`config.mk`:
```
export PLATFORM = sky130hd
export DESIGN_NAME = exp_request_arbiter
export DESIGN_NICKNAME = d
export VERILOG_FILES = /design/src/rtl/exp_pkg.sv /design/src/rtl/exp_edge_sync.sv /design/src/rtl/exp_request_arbiter.sv
export SDC_FILE = /design/constraint.sdc
export NUM_CORES = 1
export LEC_CHECK = 0
export ABC_AREA = 1
export BUFFER_PORTS_ARGS = -buffer_cell sky130_fd_sc_hd__buf_2
export CAP_MARGIN = 20
export CORE_MARGIN = 2
export CORE_UTILIZATION = 46
export DETAILED_ROUTE_END_ITERATION = 8
export MAX_ROUTING_LAYER = met4
export PLACE_DENSITY = 0.88
export SKIP_LAST_GASP = 1
export SYNTH_ARGS = -nofsm -noshare
export SYNTH_HDL_FRONTEND = slang
export SYNTH_SLANG_ARGS = --single-unit
export TNS_END_PERCENT = 1
```
`constraint.sdc`:
```
create_clock -name clk -period 2 [get_ports clk]
set_clock_uncertainty 0.15 [all_clocks]
set_input_delay 0.4 -clock clk [delete_from_list [all_inputs] [get_ports clk]]
set_output_delay 0.4 -clock clk [all_outputs]
set_load 0.03 [all_outputs]
```
`src/rtl/exp_pkg.sv`:
```
// Shared types and constants for the exception request arbiter.
package exp_pkg;

  localparam int NUM_SRC = 3;

  typedef enum logic [1:0] {
    ST_IDLE    = 2'd0,
    ST_GRANT   = 2'd1,
    ST_SERVICE = 2'd2,
    ST_RETURN  = 2'd3
  } exp_state_e;

  localparam logic [1:0] EXP_NONE = 2'd0;
  localparam logic [1:0] EXP_SRC0 = 2'd1;
  localparam logic [1:0] EXP_SRC1 = 2'd2;
  localparam logic [1:0] EXP_SRC2 = 2'd3;

  // Fixed priority: src2 beats src1 beats src0.
  function automatic logic [1:0] prio_code(input logic [NUM_SRC-1:0] elig);
    logic [1:0] code;
    if (elig[2]) begin
      code = EXP_SRC2;
    end else if (elig[1]) begin
      code = EXP_SRC1;
    end else if (elig[0]) begin
      code = EXP_SRC0;
    end else begin
      code = EXP_NONE;
    end
    return code;
  endfunction

  // One-hot source mask for an exception code (zero for EXP_NONE).
  function automatic logic [NUM_SRC-1:0] code_onehot(input logic [1:0] code);
    logic [NUM_SRC-1:0] oh;
    case (code)
      EXP_SRC0: oh = 3'b001;
      EXP_SRC1: oh = 3'b010;
      EXP_SRC2: oh = 3'b100;
      default:  oh = 3'b000;
    endcase
    return oh;
  endfunction

endpackage

```
`src/rtl/exp_edge_sync.sv`:
```
// Multi-flop synchronizer followed by a rising-edge detector for one raw source.
module exp_edge_sync #(
  parameter int SYNC_STAGES = 2
) (
  input  logic clk,
  input  logic reset,
  input  logic src_async,
  output logic rise
);

  logic [SYNC_STAGES-1:0] sync_r;
  logic                   prev_r;

  // Shift the raw level through the synchronizer and remember the last synced value.
  always_ff @(posedge clk or posedge reset) begin
    if (reset) begin
      sync_r <= {SYNC_STAGES{1'b0}};
      prev_r <= 1'b0;
    end else begin
      sync_r <= {sync_r[SYNC_STAGES-2:0], src_async};
      prev_r <= sync_r[SYNC_STAGES-1];
    end
  end

  // Driven only by flops, so it is safe to use as a single-cycle event.
  assign rise = sync_r[SYNC_STAGES-1] & ~prev_r;

endmodule

```
`src/rtl/exp_request_arbiter.sv`:
```
// Latches edge-detected exception sources and grants them one at a time to CP0,
// holding off further grants until the handler executes eret.
module exp_request_arbiter
  import exp_pkg::*;
#(
  parameter int          SYNC_STAGES = 2,
  parameter logic [31:0] VEC_BASE    = 32'h0000_0800,
  parameter logic [31:0] VEC_STRIDE  = 32'h0000_0010
) (
  input  logic                clk,
  input  logic                reset,
  input  logic [NUM_SRC-1:0]  src_req,
  input  logic [NUM_SRC-1:0]  mask,
  input  logic                exp_block,
  input  logic                eret,
  output logic                has_exp,
  output logic [1:0]          exp_code,
  output logic [31:0]         exp_vector,
  output logic                in_service,
  output logic [NUM_SRC-1:0]  pending,
  output logic [NUM_SRC-1:0]  lost
);

  // Handler address for a code; code 0 wraps to one stride below the base.
  function automatic logic [31:0] vec_of(input logic [1:0] code);
    return VEC_BASE + (({30'd0, code}) - 32'd1) * VEC_STRIDE;
  endfunction

  exp_state_e         state_r, state_nxt_s;
  logic [NUM_SRC-1:0] rise_s;
  logic [NUM_SRC-1:0] elig_s;
  logic [NUM_SRC-1:0] grant_onehot_s;
  logic [NUM_SRC-1:0] pending_r, pending_nxt_s;
  logic [NUM_SRC-1:0] lost_r, lost_nxt_s;
  logic               has_exp_r, has_exp_nxt_s;
  logic               in_service_r, in_service_nxt_s;
  logic [1:0]         exp_code_r, exp_code_nxt_s;
  logic [31:0]        exp_vector_r, exp_vector_nxt_s;

  for (genvar g = 0; g < NUM_SRC; g++) begin : g_src
    exp_edge_sync #(
      .SYNC_STAGES(SYNC_STAGES)
    ) u_edge_sync (
      .clk       (clk),
      .reset     (reset),
      .src_async (src_req[g]),
      .rise      (rise_s[g])
    );
  end

  assign elig_s = pending_r & mask;

  // Next state and next registered outputs of the grant/service sequence.
  always_comb begin
    state_nxt_s      = state_r;
    has_exp_nxt_s    = 1'b0;
    in_service_nxt_s = in_service_r;
    exp_code_nxt_s   = exp_code_r;
    exp_vector_nxt_s = exp_vector_r;
    grant_onehot_s   = 3'b000;
    case (state_r)
      ST_IDLE: begin
        if ((|elig_s) && !exp_block) begin
          state_nxt_s      = ST_GRANT;
          has_exp_nxt_s    = 1'b1;
          in_service_nxt_s = 1'b1;
          exp_code_nxt_s   = prio_code(elig_s);
          exp_vector_nxt_s = vec_of(prio_code(elig_s));
          grant_onehot_s   = code_onehot(prio_code(elig_s));
        end else begin
          state_nxt_s = ST_IDLE;
        end
      end
      ST_GRANT: begin
        state_nxt_s = ST_SERVICE;
      end
      ST_SERVICE: begin
        if (eret) begin
          state_nxt_s      = ST_RETURN;
          in_service_nxt_s = 1'b0;
        end else begin
          state_nxt_s = ST_SERVICE;
        end
      end
      ST_RETURN: begin
        state_nxt_s = ST_IDLE;
      end
      default: begin
        state_nxt_s      = ST_IDLE;
        in_service_nxt_s = 1'b0;
      end
    endcase
  end

  // Granted bit is cleared first so a same-cycle edge on it re-arms it.
  always_comb begin
    pending_nxt_s = (pending_r & ~grant_onehot_s) | rise_s;
    lost_nxt_s    = lost_r | (rise_s & pending_r & ~grant_onehot_s);
  end

  // FSM state register.
  always_ff @(posedge clk or posedge reset) begin
    if (reset) begin
      state_r <= ST_IDLE;
    end else begin
      state_r <= state_nxt_s;
    end
  end

  // Registered outputs and request bookkeeping.
  always_ff @(posedge clk or posedge reset) begin
    if (reset) begin
      has_exp_r    <= 1'b0;
      in_service_r <= 1'b0;
      exp_code_r   <= EXP_NONE;
      exp_vector_r <= vec_of(EXP_NONE);
      pending_r    <= 3'b000;
      lost_r       <= 3'b000;
    end else begin
      has_exp_r    <= has_exp_nxt_s;
      in_service_r <= in_service_nxt_s;
      exp_code_r   <= exp_code_nxt_s;
      exp_vector_r <= exp_vector_nxt_s;
      pending_r    <= pending_nxt_s;
      lost_r       <= lost_nxt_s;
    end
  end

  assign has_exp    = has_exp_r;
  assign in_service = in_service_r;
  assign exp_code   = exp_code_r;
  assign exp_vector = exp_vector_r;
  assign pending    = pending_r;
  assign lost       = lost_r;

endmodule

```
# Word level (Yosys, flattened, before mapping)
# Index checks and enable logic that the tools add are counted.
[classes] add_sub_neg=2 n_eq_ne=8 n_mux=16 n_bitwise=13 reduce_logical=7
[op_table] op="$add A13 B7 Y14 const A" count=1
[op_table] op="$and A3 B3 Y3" count=4
[op_table] op="$pmux W3 S3" count=1
[op_table] op="$eq A2 B2 Y1 const B" count=4
[op_table] op="$mux W2" count=4
[op_table] op="$pmux W2 S4" count=1
[op_table] op="$mux W1" count=7
[op_table] op="$mux W3" count=2
[op_table] op="$or A3 B3 Y3" count=2
[op_table] op="$eq A2 B1 Y1 const B" count=2
[op_table] op="$ne A2 B2 Y1 const B" count=2
[op_table] op="$and A1 B1 Y1" count=3
[op_table] op="$not A1 Y1" count=3
[op_table] op="$not A3 Y3" count=1
[op_table] op="$reduce_and A3 Y1" count=1
[op_table] op="$reduce_or A3 Y1" count=1
[op_table] op="$sub A2 B1 Y3 const B" count=1
[op_table] op="$logic_not A2 Y1" count=1
[op_table] op="$pmux W1 S2" count=1
[op_table] op="$reduce_and A2 Y1" count=1
[op_table] op="$reduce_bool A2 Y1" count=1
[op_table] op="$logic_and A1 B1 Y1" count=1
[op_table] op="$logic_not A1 Y1" count=1
[totals] register_bits=53 in_bits=10 out_inout_bits=42 elab_cells=59

# Longest topological paths before layout
# Gate-level depths: netlist of the first run.
[logic_depth] depth_word=13 ltp_mapped=8 mapped_depth_nobuf=8

# By module
# Synthesis of the first run repeated with hierarchy kept, for this count alone.
[hier_totals] hier_cells=133 area_unflattened_um2=1287.5
[by_module_without_submodules] module="exp_request_arbiter" n_inst=1 cells_per_inst=115 area_each_um2=1021.0
[by_module_without_submodules] module="exp_edge_sync" n_inst=3 cells_per_inst=6 area_each_um2=88.8

# Worst setup path after synthesis of the first run
# No wires, ideal clock.
[synth_timing] kind="register to register" startpoint="register pending_r[0] (netlist: pending[0])" endpoint="register exp_vector_r[5] (netlist: exp_vector[5])" arrival_time_ns=1.333 required_time_ns=1.781 slack_ns=0.448 path_stages_with_launch=6 path_buffers=0 path_cell_list="dfrtp_1 > nand2_2 > o21ai_2 > inv_1 > ha_1 > o21ai_2"
[synth_via] elab_chain_len=8 word_cells_on_any_way=11 classes_between="2 x add/sub; 5 x mux; 1 x bitwise; 3 x reduce/logical"
[synth_rtl] element="start: declaration" line_no="exp_request_arbiter.sv:33" text="logic [NUM_SRC-1:0] pending_r, pending_nxt_s;"
[synth_rtl] element="start signal: assignment" line_no="exp_request_arbiter.sv:124" text="pending_r <= pending_nxt_s;"
[synth_rtl] element="$and A3 B3 Y3 (*)" line_no="exp_request_arbiter.sv:51" text="assign elig_s = pending_r & mask;"
[synth_rtl] element="$mux W1" line_no="exp_pkg.sv:25" text="end else if (elig[0]) begin"
[synth_rtl] element="$mux W2" line_no="exp_pkg.sv:23" text="end else if (elig[1]) begin"
[synth_rtl] element="$mux W2" line_no="exp_pkg.sv:21" text="if (elig[2]) begin"
[synth_rtl] element="$mux W2" line_no="exp_request_arbiter.sv:63" text="if ((|elig_s) && !exp_block) begin"
[synth_rtl] element="$mux W2" line_no="exp_request_arbiter.sv:61" text="case (state_r)"
[synth_rtl] element="$sub A2 B1 Y3" line_no="exp_request_arbiter.sv:26" text="return VEC_BASE + (({30'd0, code}) - 32'd1) * VEC_STRIDE;"
[synth_rtl] element="$add A13 B7 Y14" line_no="exp_request_arbiter.sv:26"
[synth_rtl] element="end signal: assignment" line_no="exp_request_arbiter.sv:116" text="exp_vector_r <= vec_of(EXP_NONE);"
[synth_rtl] element="end signal: assignment" line_no="exp_request_arbiter.sv:123" text="exp_vector_r <= exp_vector_nxt_s;"
[synth_rtl] element="end: declaration" line_no="exp_request_arbiter.sv:38" text="logic [31:0] exp_vector_r, exp_vector_nxt_s;"
# Every way passes the cells marked *; elsewhere a longest branch is shown, timed or not. The select of a mux whose other input is x is not followed.
# A chain may end at the register's enable or synchronous reset.

==> flow_metrics.env, run 1 <==
export IMPL_period_minus_slack_ns=1.64
export IMPL_timing_hold_ws_ns=0.0185
export IMPL_crit_path_end_kind="output port"
export IMPL_crit_buf_inv=1
export IMPL_first_pass_iters=4
export IMPL_core_area_mm2=0.00250
export IMPL_fp_dieH_um=55.7
export IMPL_clkSinkCount=25
export IMPL_grt_first_pass_wirelength_um=2850
export IMPL_routed_wl_um=1770
export IMPL_cts_hold_buf=1
export IMPL_synthToLayoutAreaGrowth_pct=7.85
export IMPL_gp_congestion=0.754
export IMPL_clk_pin_slew_ns=0.14
export IMPL_drc=0
export IMPL_path_delay_family="flip-flops"
export IMPL_yosys_area_top_type_share=0.449
export IMPL_clock_root_buffer="clkbuf_4"
export IMPL_first_global_vias=669
export IMPL_finalHoldViolations=0
export IMPL_critPathSlowestCell="dfstp_2"
export IMPL_overflow=0
export IMPL_fin_nets=168
export IMPL_cts_buffer_depth=2
export IMPL_grt_start_max_net_pins=26
export IMPL_hold_class="in -> reg"
export IMPL_cap_viol_max_count=0
export IMPL_synth_area_top_cells="dfrtp_1 45%, buf_4 17%, nand2_1 9.2%"
export IMPL_synth_largest_area_cell="dfrtp_1"
export IMPL_die_area_mm2=0.00310
export IMPL_tns_ns=0
export IMPL_routed_via_density=4.39
export IMPL_synth_cells=124
export IMPL_fillers=219
export IMPL_fp_dieW_um=55.7
export IMPL_clk_latency_ns=0.32
export IMPL_crit_chain="buf_2"
export IMPL_arrival_ns=1.09
export IMPL_num_antenna_cells=0
export IMPL_stdcell_count=182
export IMPL_synth_distinct_cells=18
export IMPL_report_final_slew_viol_count=0
export IMPL_slowest_delay_ns=0.58
export IMPL_antenna_found_initial=0
export IMPL_p_leak_nw=0.770
export IMPL_post_route_period_util=0.820
export IMPL_crit_type="reg -> out"
export IMPL_wire_per_inst_um=9.70
export IMPL_p_total_mw=1.82
export IMPL_fmax_mhz=609
export IMPL_setup_viol=0
export IMPL_yosysSeqAreaShare=0.513
export IMPL_status="finished, final reports clean"
export IMPL_rsz0062_at_grt="no"
export IMPL_grt_total_usage=0.120
export IMPL_layout_commonest_cell="nand2_1"
export IMPL_hp_start="src_req[2]"
export IMPL_pin_count=52
export IMPL_crit_required_ns=1.45
export IMPL_drive_above_1_share=0.296
export IMPL_ys_ff_latch=25
export IMPL_detailedPlace_worstSlack_ns=0.424
export IMPL_cp_max_fo=6
export IMPL_cts_buffers=3
export IMPL_vias=799
export IMPL_multiInputGateArea_um2=418
export IMPL_htree_num_levels=1
export IMPL_initial_utilization=0.491
export IMPL_setup_worst_path_start="exp_vector[10]"
export IMPL_r2r_start="pending[1]"
export IMPL_drt_iter0_markers=22
export IMPL_portBuffers=27
export IMPL_ir_drop_mv=1.05
export IMPL_seqCellArea_um2=629
export IMPL_cts_tree="yes"
export IMPL_final_cell_mix="30 x nand2_1, 27 x buf_2, 24 x conb_1"
export IMPL_post_cts_resized=0
export IMPL_dpl_hpwl_um=1420
export IMPL_dpl_cell_count=177
export IMPL_ant_nets=0
export IMPL_core_rowCount=18
export IMPL_power_per_cell_area_mw_per_mm2=1370
export IMPL_avgSynthCellArea_um2=9.90
export IMPL_setup_ws_ns=0.359
export IMPL_ys_warn_count=0
export IMPL_synth_area_mm2=0.00123
export IMPL_post_cts_buffers=0
export IMPL_critPathLaunchType="flip-flop"
[cell usage after synthesis]
library cell	instances
nand2_4	1
nand3b_1	1
nand3_1	6
dfstp_2	3
nor2_1	2
and2_1	1
inv_2	1
inv_1	14
conb_1	1
nand2_2	3
o21ai_2	3
dfrtp_1	22
buf_4	28
nand3_4	1
o21bai_1	1
nor2_8	1
ha_1	5
nand2_1	30
[per-stage QoR]
| stage | area (µm²) | utilization |
|---|---|---|
| global route | 1320 | 0.530 |
| finish | 1320 | 0.530 |
| global placement | 1280 | 0.514 |
| floorplan | 1310 | - |
| detailed placement | 1280 | 0.514 |
| CTS | 1320 | 0.530 |
[final timing paths]
check / slack (ns) / depth (start not counted) / endpoint
max: 0.36 / 1 / exp_vector[6]
min: 0.02 / 1 / g_src[2].u_edge_sync.sync_r[0]
max reg2reg: 0.49 / 6 / exp_vector[5]
min reg2reg: 0.22 / 0 / g_src[0].u_edge_sync.sync_r[1]
max in group asynchronous: 0.92 / 4 / exp_vector[5]
min in group asynchronous: 0.48 / 4 / lost[2]
[metal layers]
metal,track usage,vias up,share of wire
met5,-,-,0
met4,0.0592,0,0.027
met3,0.0279,6,0.082
met2,0.197,42,0.49
met1,0.136,371,0.40
li1,-,380,-
[kinds of logic (layout without fill, tap and decap cells)]
logic type	count (synthesis)	count (layout)	share of synthesized area
and+or+nand+nor	46	46	0.189
buffers and inverters	43	48	0.217
DFF	25	25	0.513
adders and majority gates	5	5	0.0510
AOI/OAI and AO/OA	4	4	0.0275
other	1	24	0.00306
[registers in the layout, summed over array words and instances, names as in the netlist]
register,flops
pending,3
exp_code,2
has_exp,1
lost,3
g_src.u_edge_sync.prev_r,3
g_src.u_edge_sync.sync_r,6
in_service,1
state_r,2
exp_vector,4
[area by class of cell]
type	count	share of cell area
inverter	15	0.0425
timing repair buffer	29	0.115
clock inverter	1	0.00567
multi-input combinational	79	0.316
clock buffer	3	0.0170
sequential	25	0.475
tap	30	0.0284
[report_power, final]
part / internal [mW] / switching, mW / total [mW]
clock network: 0.0764 / 0.151 / 0.227
registers: 0.653 / 0.0718 / 0.725
logic: 0.236 / 0.629 / 0.865
total: 0.966 / 0.851 / 1.82
(Power assumes the default switching activity.)
==> run 2, diff against run 1 <==
- CORE_UTILIZATION: 46 -> 42
- PLACE_DENSITY: 0.88 -> 0.85
- clock period: 2 -> 1.5 ns (I/O delays scaled with it)
==> run 2 against run 1 <==
Net effect: the flow now finishes with violations (setup timing); combinational power increased by 39%; sequential power increased by 35%; non-clock buffer count increased by 4; clock power increased by 30%; sequential share of layout area decreased by 1.8 points; worst setup slack got worse by 0.39 ns; power increased by 36%; largest cell class unchanged; largest power group unchanged; highest routed layer is now met3.
==> flow_metrics.env, run 2 (synthesized netlist as in run 1, its figures left out) <==
export IMPL_critPathSlowestCell="dfstp_2"
export IMPL_vias=770
export IMPL_initial_utilization=0.445
export IMPL_power_per_cell_area_mw_per_mm2=1790
export IMPL_routed_via_density=4.12
export IMPL_first_pass_iters=4
export IMPL_crit_required_ns=1.05
export IMPL_p_leak_nw=0.791
export IMPL_whs_path_depth=3
export IMPL_pin_count=52
export IMPL_timing_rr_end="exp_vector[5]"
export IMPL_grt_start_max_net_pins=26
export IMPL_dpl_cell_area_mm2=0.00129
export IMPL_post_route_period_util=1.02
export IMPL_critPathLaunchType="flip-flop"
export IMPL_grt_first_pass_wirelength_um=2950
export IMPL_reg2reg_depth=6
export IMPL_gp_congestion=0.778
export IMPL_cp_depth=1
export IMPL_failed_checks="setup timing"
export IMPL_wl_met2_um=875
export IMPL_clock_root_buffer="clkbuf_4"
export IMPL_synthToLayoutAreaGrowth_pct=12.4
export IMPL_slowest_delay_ns=0.60
export IMPL_ant_nets=0
export IMPL_htree_num_levels=1
export IMPL_crit_path_end_kind="output port"
export IMPL_top_layer="met3"
export IMPL_portBuffers=27
export IMPL_dpl_hpwl_um=1370
export IMPL_grt_total_usage=0.117
export IMPL_final_cell_mix="30 x nand2_1, 24 x conb_1, 22 x buf_2"
export IMPL_tns_ns=-0.144
export IMPL_cts_tree="yes"
export IMPL_routed_wl_um=1780
export IMPL_crit_chain="buf_4"
export IMPL_fp_dieH_um=58.1
export IMPL_hold_class="in -> reg"
export IMPL_ir_drop_mv=1.27
export IMPL_timing_hold_ws_ns=0.0976
export IMPL_core_area_mm2=0.00276
export IMPL_crit_buf_inv=1
export IMPL_largest_reg_flops=6
export IMPL_arrival_ns=1.08
export IMPL_clk_pin_slew_ns=0.13
export IMPL_reg2reg_slack_ns=0.01
export IMPL_setup_worst_path_start="exp_vector[10]"
export IMPL_dr_wl_met3_um=146
export IMPL_report_final_slew_viol_count=0
export IMPL_overflow=0
export IMPL_clkSinkCount=25
export IMPL_fmax_mhz=654
export IMPL_drive_above_1_share=0.314
export IMPL_first_global_vias=704
export IMPL_cap_viol_max_count=0
export IMPL_drt_iter0_markers=5
export IMPL_finalHoldViolations=0
export IMPL_status="finished with violations"
export IMPL_largest_register="g_src.u_edge_sync.sync_r"
export IMPL_r2r_start="pending[1]"
export IMPL_cts_buffer_depth=2
export IMPL_cp_max_fo=6
export IMPL_drc=0
export IMPL_period_minus_slack_ns=1.53
export IMPL_wire_per_inst_um=9.50
export IMPL_crit_end="exp_vector[8]"
export IMPL_crit_type="reg -> out"
export IMPL_final_area_mm2=0.00138
export IMPL_rsz0062_at_grt="yes"
export IMPL_setup_viol=7
export IMPL_cts_buffers=3
export IMPL_setup_ws_ns=-0.0284
export IMPL_die_area_mm2=0.00337
export IMPL_antenna_found_initial=0
export IMPL_clk_latency_ns=0.31
export IMPL_path_delay_family="flip-flops"
export IMPL_fp_dieW_um=58.1
export IMPL_drt_met1_wl_um=755
export IMPL_num_antenna_cells=0
export IMPL_core_rowCount=19
export IMPL_fin_nets=172
export IMPL_layout_commonest_cell="nand2_1"
==> run 2: final cells by class <==
| class | instances | area, µm² |
|---|---|---|
| repair buffers | 33 | 203 |
| clock buffers | 3 | 22.5 |
| flip-flops and latches | 25 | 632 |
| fillers | 256 | 1380 |
| inverters | 15 | 56.3 |
| clock inverters | 1 | 5.00 |
| well taps | 31 | 38.8 |
| multi-input cells | 79 | 423 |
==> run 2: metal layers <==
layer,vias up,track usage
li1,385,-
met1,353,0.138
met2,32,0.193
met3,0,0.0424
met4,0,0.0199
met5,-,-
==> run 2: how the worst min path moves through the flow <==
stage                              startpoint                              to
4_1_cts                                  eret                      state_r[0]
3_5_place_dp   g_src[1].u_edge_sync.sync_r[0]  g_src[1].u_edge_sync.sync_r[1]
5_1_grt                                  eret                      in_service
2_1_floorplan                           reset                     exp_code[0]
6_report                                 eret                      state_r[0]
3_3_place_gp   g_src[1].u_edge_sync.sync_r[0]  g_src[1].u_edge_sync.sync_r[1]
==> run 2: repair_timing <==
action	CTS	global route
hold buffers	4	0
buffers inserted	0	1
pin swaps	0	1
hold endpoints to repair	25	0
endpoints found under the setup margin	8	14
gates resized for setup	5	2
==> run 2: per-stage QoR <==
| step | utilization | worst slack, ns | total power [mW] | instances |
|---|---|---|---|---|
| 6_report | 0.500 | -0.0284 | 2.47 | 187 |
| 3_5_place_dp | 0.467 | 0.0230 | 2.14 | 178 |
| 4_1_cts | 0.496 | -0.0496 | 2.49 | 186 |
| 2_1_floorplan | - | 0.00450 | 1.97 | 147 |
| 3_3_place_gp | 0.467 | 0.0753 | 2.10 | 178 |
| 5_1_grt | 0.500 | -0.0927 | 2.65 | 187 |
==> run 2: worst register-to-register path, stage by stage (launching register included) <==
cell     delay, ns
dfrtp_2       0.46
nand2_4       0.08
inv_1         0.06
o21ai_2       0.20
inv_2         0.06
ha_1          0.30
o21ai_2       0.13
==> run 2: where the power goes <==
group	total, mW	internal, mW	leakage (nW)	switching (mW)
registers	0.978	0.874	0.276	0.104
logic	1.20	0.366	0.497	0.833
clock network	0.294	0.0998	0.0177	0.194
